## src/rtl/branch_resolve_queue_if.sv

```systemverilog
// ============================================================================
// Module   : branch_resolve_queue_if
// Purpose  : Bundles the fetch-push, execute-resolve, queue-status, BTB-write
//            and redirect signals of branch_resolve_queue.
//            master : fetch/execute side (drives i_*, observes o_*)
//            slave  : the queue itself (observes i_*, drives o_*)
// Revision : 1.0 - initial release
// ============================================================================
`default_nettype none

interface branch_resolve_queue_if #(
  parameter int DEPTH       = 4,
  parameter int N           = 4,
  parameter int INDEX_WIDTH = 2,
  parameter int BIA_WIDTH   = 60,
  parameter int ADDR_WIDTH  = 64
);
  localparam int c_WAY_W = $clog2(N);
  localparam int c_CNT_W = $clog2(DEPTH) + 1;

  // fetch push
  logic                   i_push;
  logic [ADDR_WIDTH-1:0]  i_push_pc;
  logic                   i_push_hit;
  logic [c_WAY_W-1:0]     i_push_way;
  logic [ADDR_WIDTH-1:0]  i_push_pred_target;
  // execute resolve
  logic                   i_resolve;
  logic                   i_is_branch;
  logic                   i_taken;
  logic [ADDR_WIDTH-1:0]  i_actual_target;
  // queue status
  logic                   o_full;
  logic                   o_empty;
  logic [c_CNT_W-1:0]     o_count;
  // BTB write
  logic                   o_btb_update;
  logic [ADDR_WIDTH-1:0]  o_target_addr;
  logic [c_WAY_W-1:0]     o_way_write;
  logic [BIA_WIDTH-1:0]   o_bia_write;
  logic [INDEX_WIDTH-1:0] o_index_write;
  // PC-select redirect
  logic                   o_mispredict;
  logic [ADDR_WIDTH-1:0]  o_redirect_pc;

  modport master (
    output i_push, i_push_pc, i_push_hit, i_push_way, i_push_pred_target,
    output i_resolve, i_is_branch, i_taken, i_actual_target,
    input  o_full, o_empty, o_count,
    input  o_btb_update, o_target_addr, o_way_write, o_bia_write, o_index_write,
    input  o_mispredict, o_redirect_pc
  );

  modport slave (
    input  i_push, i_push_pc, i_push_hit, i_push_way, i_push_pred_target,
    input  i_resolve, i_is_branch, i_taken, i_actual_target,
    output o_full, o_empty, o_count,
    output o_btb_update, o_target_addr, o_way_write, o_bia_write, o_index_write,
    output o_mispredict, o_redirect_pc
  );
endinterface

`default_nettype wire

```

## src/rtl/branch_resolve_queue.sv

```systemverilog
// ============================================================================
// Module   : branch_resolve_queue
// Purpose  : In-order queue of BTB lookup metadata (one entry per fetched
//            instruction). Fetch pushes {pc, hit, way, predicted target};
//            execute pops the head on resolution, which produces the BTB
//            write (1-cycle latency) and a one-cycle mispredict/redirect.
// Ports    : i_clk     - clock, rising edge
//            i_arst_n  - asynchronous reset, active-low
//            i_flush   - drop all queued entries
//            i_stall   - blocks resolve, holds pending BTB update
//            bus       - branch_resolve_queue_if.slave (push/resolve inputs,
//                        status, BTB write and redirect outputs)
// Revision : 1.0 - initial release
// ============================================================================
`default_nettype none

module branch_resolve_queue #(
  parameter int DEPTH       = 4,
  parameter int N           = 4,
  parameter int INDEX_WIDTH = 2,
  parameter int BIA_WIDTH   = 60,
  parameter int ADDR_WIDTH  = 64
) (
  input  logic                  i_clk,
  input  logic                  i_arst_n,
  input  logic                  i_flush,
  input  logic                  i_stall,
  branch_resolve_queue_if.slave bus
);
  localparam int c_PTR_W = $clog2(DEPTH);
  localparam int c_CNT_W = c_PTR_W + 1;
  localparam int c_WAY_W = $clog2(N);

  // entry storage (no reset needed: validity is tracked by the pointers)
  logic [ADDR_WIDTH-1:0] r_pc   [DEPTH];
  logic [ADDR_WIDTH-1:0] r_pred [DEPTH];
  logic [c_WAY_W-1:0]    r_way  [DEPTH];
  logic [DEPTH-1:0]      r_hit;

  logic [c_PTR_W-1:0]    r_rd_ptr;
  logic [c_PTR_W-1:0]    r_wr_ptr;
  logic [c_CNT_W-1:0]    r_count;

  logic                   r_btb_update;
  logic [ADDR_WIDTH-1:0]  r_target_addr;
  logic [c_WAY_W-1:0]     r_way_write;
  logic [BIA_WIDTH-1:0]   r_bia_write;
  logic [INDEX_WIDTH-1:0] r_index_write;
  logic                   r_mispredict;
  logic [ADDR_WIDTH-1:0]  r_redirect_pc;

  logic                  w_full;
  logic                  w_empty;
  logic                  w_pop;
  logic                  w_push;
  logic                  w_br_taken;
  logic                  w_mis_now;
  logic [ADDR_WIDTH-1:0] w_head_pc;
  logic [ADDR_WIDTH-1:0] w_head_pred;
  logic [c_WAY_W-1:0]    w_head_way;
  logic                  w_head_hit;
  logic [ADDR_WIDTH-1:0] w_redirect;

  assign w_full      = (r_count == c_CNT_W'(DEPTH));
  assign w_empty     = (r_count == '0);
  assign w_head_pc   = r_pc[r_rd_ptr];
  assign w_head_pred = r_pred[r_rd_ptr];
  assign w_head_way  = r_way[r_rd_ptr];
  assign w_head_hit  = r_hit[r_rd_ptr];

  assign w_pop      = bus.i_resolve & ~w_empty & ~i_stall;
  assign w_br_taken = bus.i_is_branch & bus.i_taken;

  // A BTB hit means "predicted taken"; a hit on a non-branch is an aliased
  // entry that steered fetch down a bogus path.
  always_comb begin
    w_mis_now = 1'b0;
    if (w_pop) begin
      if (bus.i_is_branch) begin
        w_mis_now = (bus.i_taken != w_head_hit) |
                    (bus.i_taken & w_head_hit & (bus.i_actual_target != w_head_pred));
      end else begin
        w_mis_now = w_head_hit;
      end
    end
  end

  // Younger entries are wrong-path once a mispredict is detected, so a push
  // in that cycle is dropped along with them.
  assign w_push = bus.i_push & ~w_full & ~i_flush & ~w_mis_now;

  assign w_redirect = w_br_taken ? bus.i_actual_target
                                 : w_head_pc + ADDR_WIDTH'(4);

  always_ff @(posedge i_clk or negedge i_arst_n) begin
    if (!i_arst_n) begin
      r_rd_ptr <= '0;
      r_wr_ptr <= '0;
      r_count  <= '0;
    end else if (i_flush | w_mis_now) begin
      // Empty the queue by catching the read pointer up to the write pointer.
      r_rd_ptr <= r_wr_ptr;
      r_count  <= '0;
    end else begin
      if (w_push) r_wr_ptr <= r_wr_ptr + c_PTR_W'(1);
      if (w_pop)  r_rd_ptr <= r_rd_ptr + c_PTR_W'(1);
      r_count <= r_count + c_CNT_W'(w_push) - c_CNT_W'(w_pop);
    end
  end

  always_ff @(posedge i_clk) begin
    if (w_push) begin
      r_pc[r_wr_ptr]   <= bus.i_push_pc;
      r_pred[r_wr_ptr] <= bus.i_push_pred_target;
      r_way[r_wr_ptr]  <= bus.i_push_way;
      r_hit[r_wr_ptr]  <= bus.i_push_hit;
    end
  end

  // BTB write port. Under stall the BTB ignores writes, so a pending update
  // is held until the pipeline moves again.
  always_ff @(posedge i_clk or negedge i_arst_n) begin
    if (!i_arst_n) begin
      r_btb_update  <= 1'b0;
      r_target_addr <= '0;
      r_way_write   <= '0;
      r_bia_write   <= '0;
      r_index_write <= '0;
    end else if (w_pop & w_br_taken) begin
      r_btb_update  <= 1'b1;
      r_target_addr <= bus.i_actual_target;
      r_way_write   <= w_head_way;
      r_bia_write   <= w_head_pc[ADDR_WIDTH-1 -: BIA_WIDTH];
      r_index_write <= w_head_pc[ADDR_WIDTH-BIA_WIDTH-1 -: INDEX_WIDTH];
    end else if (!i_stall) begin
      r_btb_update  <= 1'b0;
    end
  end

  always_ff @(posedge i_clk or negedge i_arst_n) begin
    if (!i_arst_n) begin
      r_mispredict  <= 1'b0;
      r_redirect_pc <= '0;
    end else begin
      r_mispredict <= w_mis_now;
      if (w_mis_now) r_redirect_pc <= w_redirect;
    end
  end

  assign bus.o_full        = w_full;
  assign bus.o_empty       = w_empty;
  assign bus.o_count       = r_count;
  assign bus.o_btb_update  = r_btb_update;
  assign bus.o_target_addr = r_target_addr;
  assign bus.o_way_write   = r_way_write;
  assign bus.o_bia_write   = r_bia_write;
  assign bus.o_index_write = r_index_write;
  assign bus.o_mispredict  = r_mispredict;
  assign bus.o_redirect_pc = r_redirect_pc;

endmodule

`default_nettype wire

```

## src/flat_wrapper.sv

```systemverilog
// flat-port wrapper written by rule: the top's interface ports become plain ports
module branch_resolve_queue_flat 
#(
  parameter int DEPTH       = 4,
  parameter int N           = 4,
  parameter int INDEX_WIDTH = 2,
  parameter int BIA_WIDTH   = 60,
  parameter int ADDR_WIDTH  = 64
)
  (i_clk, i_arst_n, i_flush, i_stall, bus_i_push, bus_i_push_pc, bus_i_push_hit, bus_i_push_way, bus_i_push_pred_target, bus_i_resolve, bus_i_is_branch, bus_i_taken, bus_i_actual_target, bus_o_full, bus_o_empty, bus_o_count, bus_o_btb_update, bus_o_target_addr, bus_o_way_write, bus_o_bia_write, bus_o_index_write, bus_o_mispredict, bus_o_redirect_pc);
  branch_resolve_queue_if #(.DEPTH(DEPTH), .N(N), .INDEX_WIDTH(INDEX_WIDTH), .BIA_WIDTH(BIA_WIDTH), .ADDR_WIDTH(ADDR_WIDTH)) bus_i ();
  input  logic i_clk;
  input  logic i_arst_n;
  input  logic i_flush;
  input  logic i_stall;
  input wire logic [$bits(bus_i.i_push)-1:0] bus_i_push;
  input wire logic [$bits(bus_i.i_push_pc)-1:0] bus_i_push_pc;
  input wire logic [$bits(bus_i.i_push_hit)-1:0] bus_i_push_hit;
  input wire logic [$bits(bus_i.i_push_way)-1:0] bus_i_push_way;
  input wire logic [$bits(bus_i.i_push_pred_target)-1:0] bus_i_push_pred_target;
  input wire logic [$bits(bus_i.i_resolve)-1:0] bus_i_resolve;
  input wire logic [$bits(bus_i.i_is_branch)-1:0] bus_i_is_branch;
  input wire logic [$bits(bus_i.i_taken)-1:0] bus_i_taken;
  input wire logic [$bits(bus_i.i_actual_target)-1:0] bus_i_actual_target;
  output wire logic [$bits(bus_i.o_full)-1:0] bus_o_full;
  output wire logic [$bits(bus_i.o_empty)-1:0] bus_o_empty;
  output wire logic [$bits(bus_i.o_count)-1:0] bus_o_count;
  output wire logic [$bits(bus_i.o_btb_update)-1:0] bus_o_btb_update;
  output wire logic [$bits(bus_i.o_target_addr)-1:0] bus_o_target_addr;
  output wire logic [$bits(bus_i.o_way_write)-1:0] bus_o_way_write;
  output wire logic [$bits(bus_i.o_bia_write)-1:0] bus_o_bia_write;
  output wire logic [$bits(bus_i.o_index_write)-1:0] bus_o_index_write;
  output wire logic [$bits(bus_i.o_mispredict)-1:0] bus_o_mispredict;
  output wire logic [$bits(bus_i.o_redirect_pc)-1:0] bus_o_redirect_pc;
  assign bus_i.i_push = bus_i_push;
  assign bus_i.i_push_pc = bus_i_push_pc;
  assign bus_i.i_push_hit = bus_i_push_hit;
  assign bus_i.i_push_way = bus_i_push_way;
  assign bus_i.i_push_pred_target = bus_i_push_pred_target;
  assign bus_i.i_resolve = bus_i_resolve;
  assign bus_i.i_is_branch = bus_i_is_branch;
  assign bus_i.i_taken = bus_i_taken;
  assign bus_i.i_actual_target = bus_i_actual_target;
  assign bus_o_full = bus_i.o_full;
  assign bus_o_empty = bus_i.o_empty;
  assign bus_o_count = bus_i.o_count;
  assign bus_o_btb_update = bus_i.o_btb_update;
  assign bus_o_target_addr = bus_i.o_target_addr;
  assign bus_o_way_write = bus_i.o_way_write;
  assign bus_o_bia_write = bus_i.o_bia_write;
  assign bus_o_index_write = bus_i.o_index_write;
  assign bus_o_mispredict = bus_i.o_mispredict;
  assign bus_o_redirect_pc = bus_i.o_redirect_pc;
  branch_resolve_queue #(.DEPTH(DEPTH), .N(N), .INDEX_WIDTH(INDEX_WIDTH), .BIA_WIDTH(BIA_WIDTH), .ADDR_WIDTH(ADDR_WIDTH)) u_core (.i_clk(i_clk), .i_arst_n(i_arst_n), .i_flush(i_flush), .i_stall(i_stall), .bus(bus_i));
endmodule
```

## config.mk

```make
export PLATFORM = sky130hd
export DESIGN_NAME = branch_resolve_queue_flat
export DESIGN_NICKNAME = d
export VERILOG_FILES = /design/src/rtl/branch_resolve_queue_if.sv /design/src/rtl/branch_resolve_queue.sv /design/src/flat_wrapper.sv
export SDC_FILE = /design/constraint.sdc
export NUM_CORES = 1
export LEC_CHECK = 0
export ABC_AREA = 1
export CORE_MARGIN = 3
export CORE_UTILIZATION = 52
export CTS_BUF_LIST = sky130_fd_sc_hd__clkbuf_8
export DETAILED_ROUTE_END_ITERATION = 7
export PLACE_DENSITY = 0.82
export SLEW_MARGIN = 40
export SYNTH_ARGS = -nofsm -noshare
export SYNTH_HDL_FRONTEND = slang
export SYNTH_SLANG_ARGS = --single-unit
```

## constraint.sdc

```tcl
create_clock -name i_clk -period 8 [get_ports i_clk]
set_input_delay 1.6 -clock i_clk [delete_from_list [all_inputs] [get_ports i_clk]]
set_output_delay 1.6 -clock i_clk [all_outputs]
set_load 0.01 [all_outputs]
```

; ---- Yosys cells after proc, flatten, opt, wreduce, memory -nomap -nowiden
; Memory sizes are Yosys's and may differ from the RTL's. A register that Yosys moved wholly into a read port is not among the register bits.
; Cells that the tools add are included.
[totals]
register_bits = 203
latchBits = 0
ram_bits = 520
romBits = 0
input_bits = 203
n_memories = 3
[mem_list]
columns = memory, depth, word_bits, read_ports, rd_ports_with_merged_regs, wr, line_no
row1 = u_core.r_pc, 4, 64, 1, 0, 1, branch_resolve_queue.sv:35  ; logic [ADDR_WIDTH-1:0] r_pc [DEPTH];
row2 = u_core.r_pred, 4, 64, 1, 0, 1, branch_resolve_queue.sv:36  ; logic [ADDR_WIDTH-1:0] r_pred [DEPTH];
row3 = u_core.r_way, 4, 2, 1, 1, 1, branch_resolve_queue.sv:37  ; logic [c_WAY_W-1:0] r_way [DEPTH];
[classes]
n_addsub = 5
multipliers = 0
div_mod_pow = 0
order_cmp = 3
n_eq_ne = 4
n_shift = 0
n_mux = 15
bitwise_logic = 17
n_reduce_logical = 5
[ops]
columns = operator, count
row1 = "64-bit by 3-bit adder with 64-bit output, second input constant", 1
row2 = 64-bit two-way mux, 1
row3 = 64-bit inequality test, 1
row4 = 1-bit AND, 9
row5 = 1-bit two-way mux, 8
row6 = "2-bit by 3-bit < comparator with 1-bit output, second input constant", 2
row7 = 1-bit inverter, 6
row8 = "2-bit by 1-bit adder with 2-bit output, second input constant", 2
row9 = 4-bit bitwise mux, 1
row10 = 2-bit two-way mux, 2
row11 = 3-bit by 1-bit adder with 3-bit output, 1
row12 = "3-bit equality test, second input constant", 1
row13 = 3-bit logical NOT, 1
row14 = 3-bit two-way mux, 1
row15 = 3-bit by 1-bit subtractor with 3-bit output, 1
row16 = 1-bit binary-select mux with 2-bit select, 1
row17 = 1-bit demux with 2-bit select, 1
row18 = "2-bit by 1-bit >= comparator with 1-bit output, second input constant", 1
row19 = "2-bit by 1-bit inequality test with 1-bit output, second input constant", 1
row20 = 1-bit OR, 2
row21 = 2-bit AND reduction, 1
row22 = 2-bit nonzero test, 1
row23 = 1-bit logical AND, 1
row24 = 1-bit logical NOT, 1
row25 = 1-bit inequality test, 1

; ---- Logic depth before layout (Yosys ltp)
[logic_depth]
ltp_word = 12
ltp_mapped = 25
depth_no_buf = 22

; ---- Worst setup path before layout
; Ideal clock, no wire load.
[synth_path]
path_type = in2reg
startpoint = in bus_i_actual_target[58]
endpoint = reg u_core.r_hit[0], enable pin
arrival_time_ns = 7.946
required_time_ns = 7.377
path_slack_ns = -0.569
path_stages = 14
path_buffers = 0
cell_sequence = inv_1 > nand3_1 > nand2_1 > nor2_1 > nand2_1 > nor2_1 > nand2_1 > nor2_1 > nand2_1 > nand2_1 > nand2_1 > nand2_1 > nand2_1 > nor2_1
[synth_via]
elab_chain_len = 7
[synth_lines]
columns = item, line_no
row1 = start: declaration, flat_wrapper.sv:24  ; input wire logic [$bits(bus_i.i_actual_target)-1:0] bus_i_actual_target;
row2 = 64-bit inequality test, branch_resolve_queue.sv:81  ; (bus.i_taken & w_head_hit & (bus.i_actual_target != w_head_pred));
row3 = 1-bit AND, branch_resolve_queue.sv:81
row4 = 1-bit OR, branch_resolve_queue.sv:80  ; w_mis_now = (bus.i_taken != w_head_hit) |
row5 = 1-bit two-way mux, branch_resolve_queue.sv:79  ; if (bus.i_is_branch) begin
row6 = 1-bit two-way mux, branch_resolve_queue.sv:78  ; if (w_pop) begin
row7 = 1-bit inverter, branch_resolve_queue.sv:90  ; assign w_push = bus.i_push & ~w_full & ~i_flush & ~w_mis_now;
row8 = 1-bit AND, branch_resolve_queue.sv:90
row9 = end signal: indexed assignment, branch_resolve_queue.sv:116  ; r_hit[r_wr_ptr] <= bus.i_push_hit;
row10 = end: declaration, branch_resolve_queue.sv:38  ; logic [DEPTH-1:0] r_hit;
; Every way passes these cells.
; A chain may end at the register's enable or synchronous reset.

; ---- Worst setup path after layout
[layout_path]
startpoint = reg u_core.r_rd_ptr[0]
endpoint = mem u_core.r_pc[1][61], enable pin
[layout_via]
elab_chain_len = 11
[layout_lines]
columns = item, line_no
row1 = start: declaration, branch_resolve_queue.sv:40  ; logic [c_PTR_W-1:0] r_rd_ptr;
row2 = start signal: assignment, branch_resolve_queue.sv:102  ; r_rd_ptr <= r_wr_ptr;
row3 = start signal: assignment, branch_resolve_queue.sv:106  ; if (w_pop) r_rd_ptr <= r_rd_ptr + c_PTR_W'(1);
row4 = "parallel branches: the longest is 5 deep, another holds memory 4 x 64 bit", n/a
row5 = 1-bit two-way mux (*), branch_resolve_queue.sv:79
row6 = 1-bit two-way mux (*), branch_resolve_queue.sv:78
row7 = 1-bit inverter (*), branch_resolve_queue.sv:90
row8 = 1-bit AND (*), branch_resolve_queue.sv:90
row9 = 1-bit two-way mux (*), branch_resolve_queue.sv:112  ; if (w_push) begin
row10 = 1-bit two-way mux (implied by the code) (*), branch_resolve_queue.sv:113  ; r_pc[r_wr_ptr] <= bus.i_push_pc;
row11 = end: declaration, branch_resolve_queue.sv:35
; Every way passes the cells marked *. The select of a mux whose other input is x is not followed.

==> results.md <==
- Clk network pwr share: 22.0%
- Largest fanout on the critical path: 119
- Area of combinational cells with multiple inputs: 9290 um2
- Required arrival time at the worst endpoint: 8.33 ns
- Min Tclk post-route: 5.47 ns
- Fraction of power consumed by combinational cells: 40.0%
- Number of primary I/O pins: 402
- Sequential cell area fraction in the yosys report: 66.5%
- Total detailed-routing wirelength: 101 mm
- Minimum setup slack after placement: 2.59 ns
- Leakage power: 15.4 nW
- Post-synth top flop: sky130_fd_sc_hd__edfxtp_1
- Largest voltage drop on the vdd net: 0.259 mV
- Die X: 251 um
- Synthesized instance count: 3,057
- Most instantiated cells after synthesis: 1,149 x sky130_fd_sc_hd__nand2_1, 524 x sky130_fd_sc_hd__edfxtp_1, 309 x sky130_fd_sc_hd__nand3_1, 212 x sky130_fd_sc_hd__nor2_1, 201 x sky130_fd_sc_hd__dfrtp_1
- Power Dens Cells: 364 nW/um2
- Share of total power consumed by net switching: 39.7%
- Total number of H-tree levels: 3
- Clock tree from TritonCTS: done
- Seq. cell area: 20,800 um2
- Layout net count: 3,673
- GRT Resource Usage Total: 31.5%
- Library cell contributing the largest single delay on the critical path: sky130_fd_sc_hd__dfrtp_4
- Initial antenna violation count: 21
- Number of buffers added by the clock tree synthesis step: 111
- Wirelength per Cell: 23.2 um
- Post-CTS setup buffer count: 0
- Number of max-cap violations: 0
- HP Class: reg -> reg
- Crit start category: flop
- Die area: 63,000 um2
- Sum of overflow across all layers after global routing: 0
- Cell-internal power: 8.37 mW
- Clock latency of the later-clocked register in the worst-skew pair: 0.72 ns
- Share of synthesized registers carrying an async set or reset: 27.7%
- Fillcell total: 4,499
- Final setup violation count: 0
- Initial DRC count: 2,881
- Clock net sink count: 725
- Largest cells by area after synthesis: sky130_fd_sc_hd__edfxtp_1 50%, sky130_fd_sc_hd__dfrtp_1 16%, sky130_fd_sc_hd__nand2_1 14%, sky130_fd_sc_hd__nand3_1 5.0%, sky130_fd_sc_hd__o21ai_0 2.6%
- Top achievable clock speed: 183 MHz
- Final worst-path setup slack: 2.53 ns
- Summed instance area of the synthesized netlist: 31,200 um2
- DRC viols: 0
- Slowest stage delay, CP: 0.72 ns
- Core Footprint: 59,200 um2
- Root Buffer: sky130_fd_sc_hd__clkbuf_8
- Fraction of post-synthesis cell area in the top cell type by area: 50.4%
- Register share of total power: 38.0%
- Number of hold-slack violations in the final timing report: 0
- Synth-to-Final Area Change: 22.1%
- Final RePlAce weighted congestion: 1.01
- Average vias per placed instance: 5.62
- Critical Setup Path Class: reg -> reg
- Status: complete, no violations
- Maximum number of pins on one net before global-route repair: 140
- Cell type contributing the most total cell area after synthesis: sky130_fd_sc_hd__edfxtp_1
- Half-perimeter wire length after detailed placement: 69.3 mm
- Number of synthesized flops with an enable pin: 524
- Number of warning messages in the yosys log: 0
- Count of pins over their slew limit: 0
- Number of core rows: 89
- Fraction of final layout cells with drive strength greater than 1: 6.80%
- Most repeated cell in the gate-level netlist after synthesis: sky130_fd_sc_hd__nand2_1
- # resized after CTS: 0
- Initial cell density of the core: 52.7%
- Data arrival, critical path: 5.81 ns
- CTS Buffer Depth: 3
- Average cell area after synthesis: 10.2 um2
- Synthesized flop and latch total: 725
- Number of detailed-route iterations in the first pass: 5
- Post-CTS Hold Fix Bufs: 0
- Input/output buffers: 401
- Clock transition at the registers of the reported paths: 0.07 ns
- Number of global-route vias before repair: 23,290
- Rel. slew slack: 48.1%
- Net Count, Synth: 3,269
- Tightest Pin Transition: 0.779 ns
- Via count: 24,403
- Die extent in y: 251 um
- Distinct cells, synth: 40
- Kind of end point of the critical path: flop
- Layout Skew: 0.0380 ns
- Unrepaired setup endpoints after global routing: false
- Crit path cell chain: inv_8 > buf_4 > nand2_1 > nand3_1 > nand2_1 > nand2_1 > nand2_1 > nor2_1 > nand2_1 > nor2_1 > nand2_1 > nor2_1 > nand2_1 > nand2_1 > nand2_1 > nand2_4 > nand2_1 > nor2_4 > buf_12 > buf_16
- Wire length of the first global-routing pass: 146 mm
- Final core occ: 64.3%
- Switching power of the nets: 5.51 mW
- Most common cell on crit path: sky130_fd_sc_hd__nand2_1
- Final worst-path cycle share: 68.4%
- Post-DRT Antenna Nets: 0
-- power groups by stage --
stage / sequential (mW) / combinational (mW) / clock, mW
global route: 5.33 / 6.01 / 3.26
global placement: 5.31 / 5.31 / 0
finish: 5.27 / 5.55 / 3.06
floorplan: 5.44 / 2.92 / 0
CTS: 5.26 / 5.47 / 3.09
detailed placement: 5.32 / 5.43 / 0
-- area by class of cell --
cell class              instances  area share (%)
clock buffers                 138            4.98
multi-input cells            2088            24.4
well taps                     773            2.54
inverters                     102            1.05
clock inverters                71           0.926
repair buffers                433            11.6
diodes                         12          0.0788
flip-flops and latches        725            54.5
-- final timing paths --
check / from / end / slack, ns / depth (start not counted)
max: u_core.r_rd_ptr[0] / u_core.r_pc[1][61] / 2.53 / 20
min: u_core.bus.o_target_addr[48] / u_core.bus.o_target_addr[48] / 0.48 / 2
max reg2reg: u_core.r_rd_ptr[0] / u_core.r_pc[1][61] / 2.53 / 20
min reg2reg: u_core.bus.o_target_addr[48] / u_core.bus.o_target_addr[48] / 0.48 / 2
max in group asynchronous: i_arst_n / u_core.r_rd_ptr[1] / 6.24 / 2
min in group asynchronous: i_arst_n / u_core.bus.o_redirect_pc[46] / 0.74 / 1
-- sequential cells by signal, indices dropped and copies added (netlist names) --
| signal | flops |
|---|---|
| u_core.r_rd_ptr | 2 |
| u_core.r_wr_ptr | 2 |
| u_core.bus.o_count | 3 |
| u_core.bus.o_index_write | 2 |
| u_core.bus.o_way_write | 2 |
| u_core.r_pc | 256 |
| u_core.r_way | 8 |
| u_core.r_hit | 4 |
| u_core.r_pred | 256 |
| u_core.bus.o_bia_write | 60 |
| u_core.bus.o_btb_update | 1 |
| u_core.bus.o_mispredict | 1 |
| u_core.bus.o_target_addr | 64 |
| u_core.bus.o_redirect_pc | 64 |
-- cell usage in the layout (no fill, tap or decap), types with 2 or more instances in the layout --
cell type                         instances
sky130_fd_sc_hd__ha_1                     8
sky130_fd_sc_hd__nor2_1                 207
sky130_fd_sc_hd__o31ai_1                  2
sky130_fd_sc_hd__nor3_1                  11
sky130_fd_sc_hd__o211ai_1                 3
sky130_fd_sc_hd__diode_2                 12
sky130_fd_sc_hd__buf_6                    4
sky130_fd_sc_hd__bufinv_16                2
sky130_fd_sc_hd__dfrtp_4                  2
sky130_fd_sc_hd__nand4_1                 18
sky130_fd_sc_hd__nand3_1                309
sky130_fd_sc_hd__xnor2_1                 19
sky130_fd_sc_hd__dfrtp_1                199
sky130_fd_sc_hd__nor3_2                   5
sky130_fd_sc_hd__o21ai_1                 18
sky130_fd_sc_hd__o21ai_0                165
sky130_fd_sc_hd__clkdlybuf4s50_1        400
sky130_fd_sc_hd__nand2_1               1147
sky130_fd_sc_hd__buf_4                   18
sky130_fd_sc_hd__clkinv_1                 8
sky130_fd_sc_hd__xor2_1                  31
sky130_fd_sc_hd__nand2_2                 10
sky130_fd_sc_hd__inv_8                    3
sky130_fd_sc_hd__buf_16                   2
sky130_fd_sc_hd__inv_2                    5
sky130_fd_sc_hd__nor2_2                  10
sky130_fd_sc_hd__clkinv_2                17
sky130_fd_sc_hd__clkbuf_8               138
sky130_fd_sc_hd__o22ai_1                  6
sky130_fd_sc_hd__a21oi_1                 68
sky130_fd_sc_hd__nor4_1                   4
sky130_fd_sc_hd__buf_12                   6
sky130_fd_sc_hd__inv_1                  136
sky130_fd_sc_hd__nand2_4                  2
sky130_fd_sc_hd__nand3b_1                27
sky130_fd_sc_hd__buf_8                    3
sky130_fd_sc_hd__nor2_4                  10
sky130_fd_sc_hd__edfxtp_1               524
-- worst max-delay path: cells and delay by family (launching register included) --
| kind | cells | cell delay (ns) |
|---|---|---|
| and+or+nand+nor | 16 | 2.23 |
| buffers and inverters | 4 | 1.92 |
| DFF | 1 | 0.72 |
-- stage by stage --
| step | instances | TNS (ns) | cell area, um2 | hold slack, ns | total power, mW |
|---|---|---|---|---|---|
| global placement | 4115 | 0 | 35700 | 0.455 | 10.6 |
| floorplan | 3057 | -298.34 | 31200 | 0.509 | 8.36 |
| detailed placement | 4118 | 0 | 35800 | 0.462 | 10.8 |
| finish | 4342 | 0 | 38100 | 0.479 | 13.9 |
| CTS | 4327 | 0 | 38000 | 0.482 | 13.8 |
| global route | 4340 | 0 | 38100 | 0.498 | 14.6 |
-- logic make-up after synthesis --
kind of cell	Yosys count	share of synthesized area, %
AOI/OAI and AO/OA	264	4.34
xor gates and xnor gates	50	1.40
adders and majority gates	9	0.385
buffers and inverters	244	3.84
DFF	725	66.5
muxes	1	0.0321
and+or+nand+nor	1764	23.5
-- metal layers --
| layer | up-vias | wire, um | track usage (%) |
|---|---|---|---|
| li1 | 11128 | - | - |
| met1 | 11547 | 38600 | 41.3 |
| met2 | 1469 | 45900 | 48.8 |
| met3 | 241 | 11400 | 9.07 |
| met4 | 18 | 4800 | 15.4 |
| met5 | - | 128 | 0 |
No activity file was read; power rests on OpenSTA's default activity.
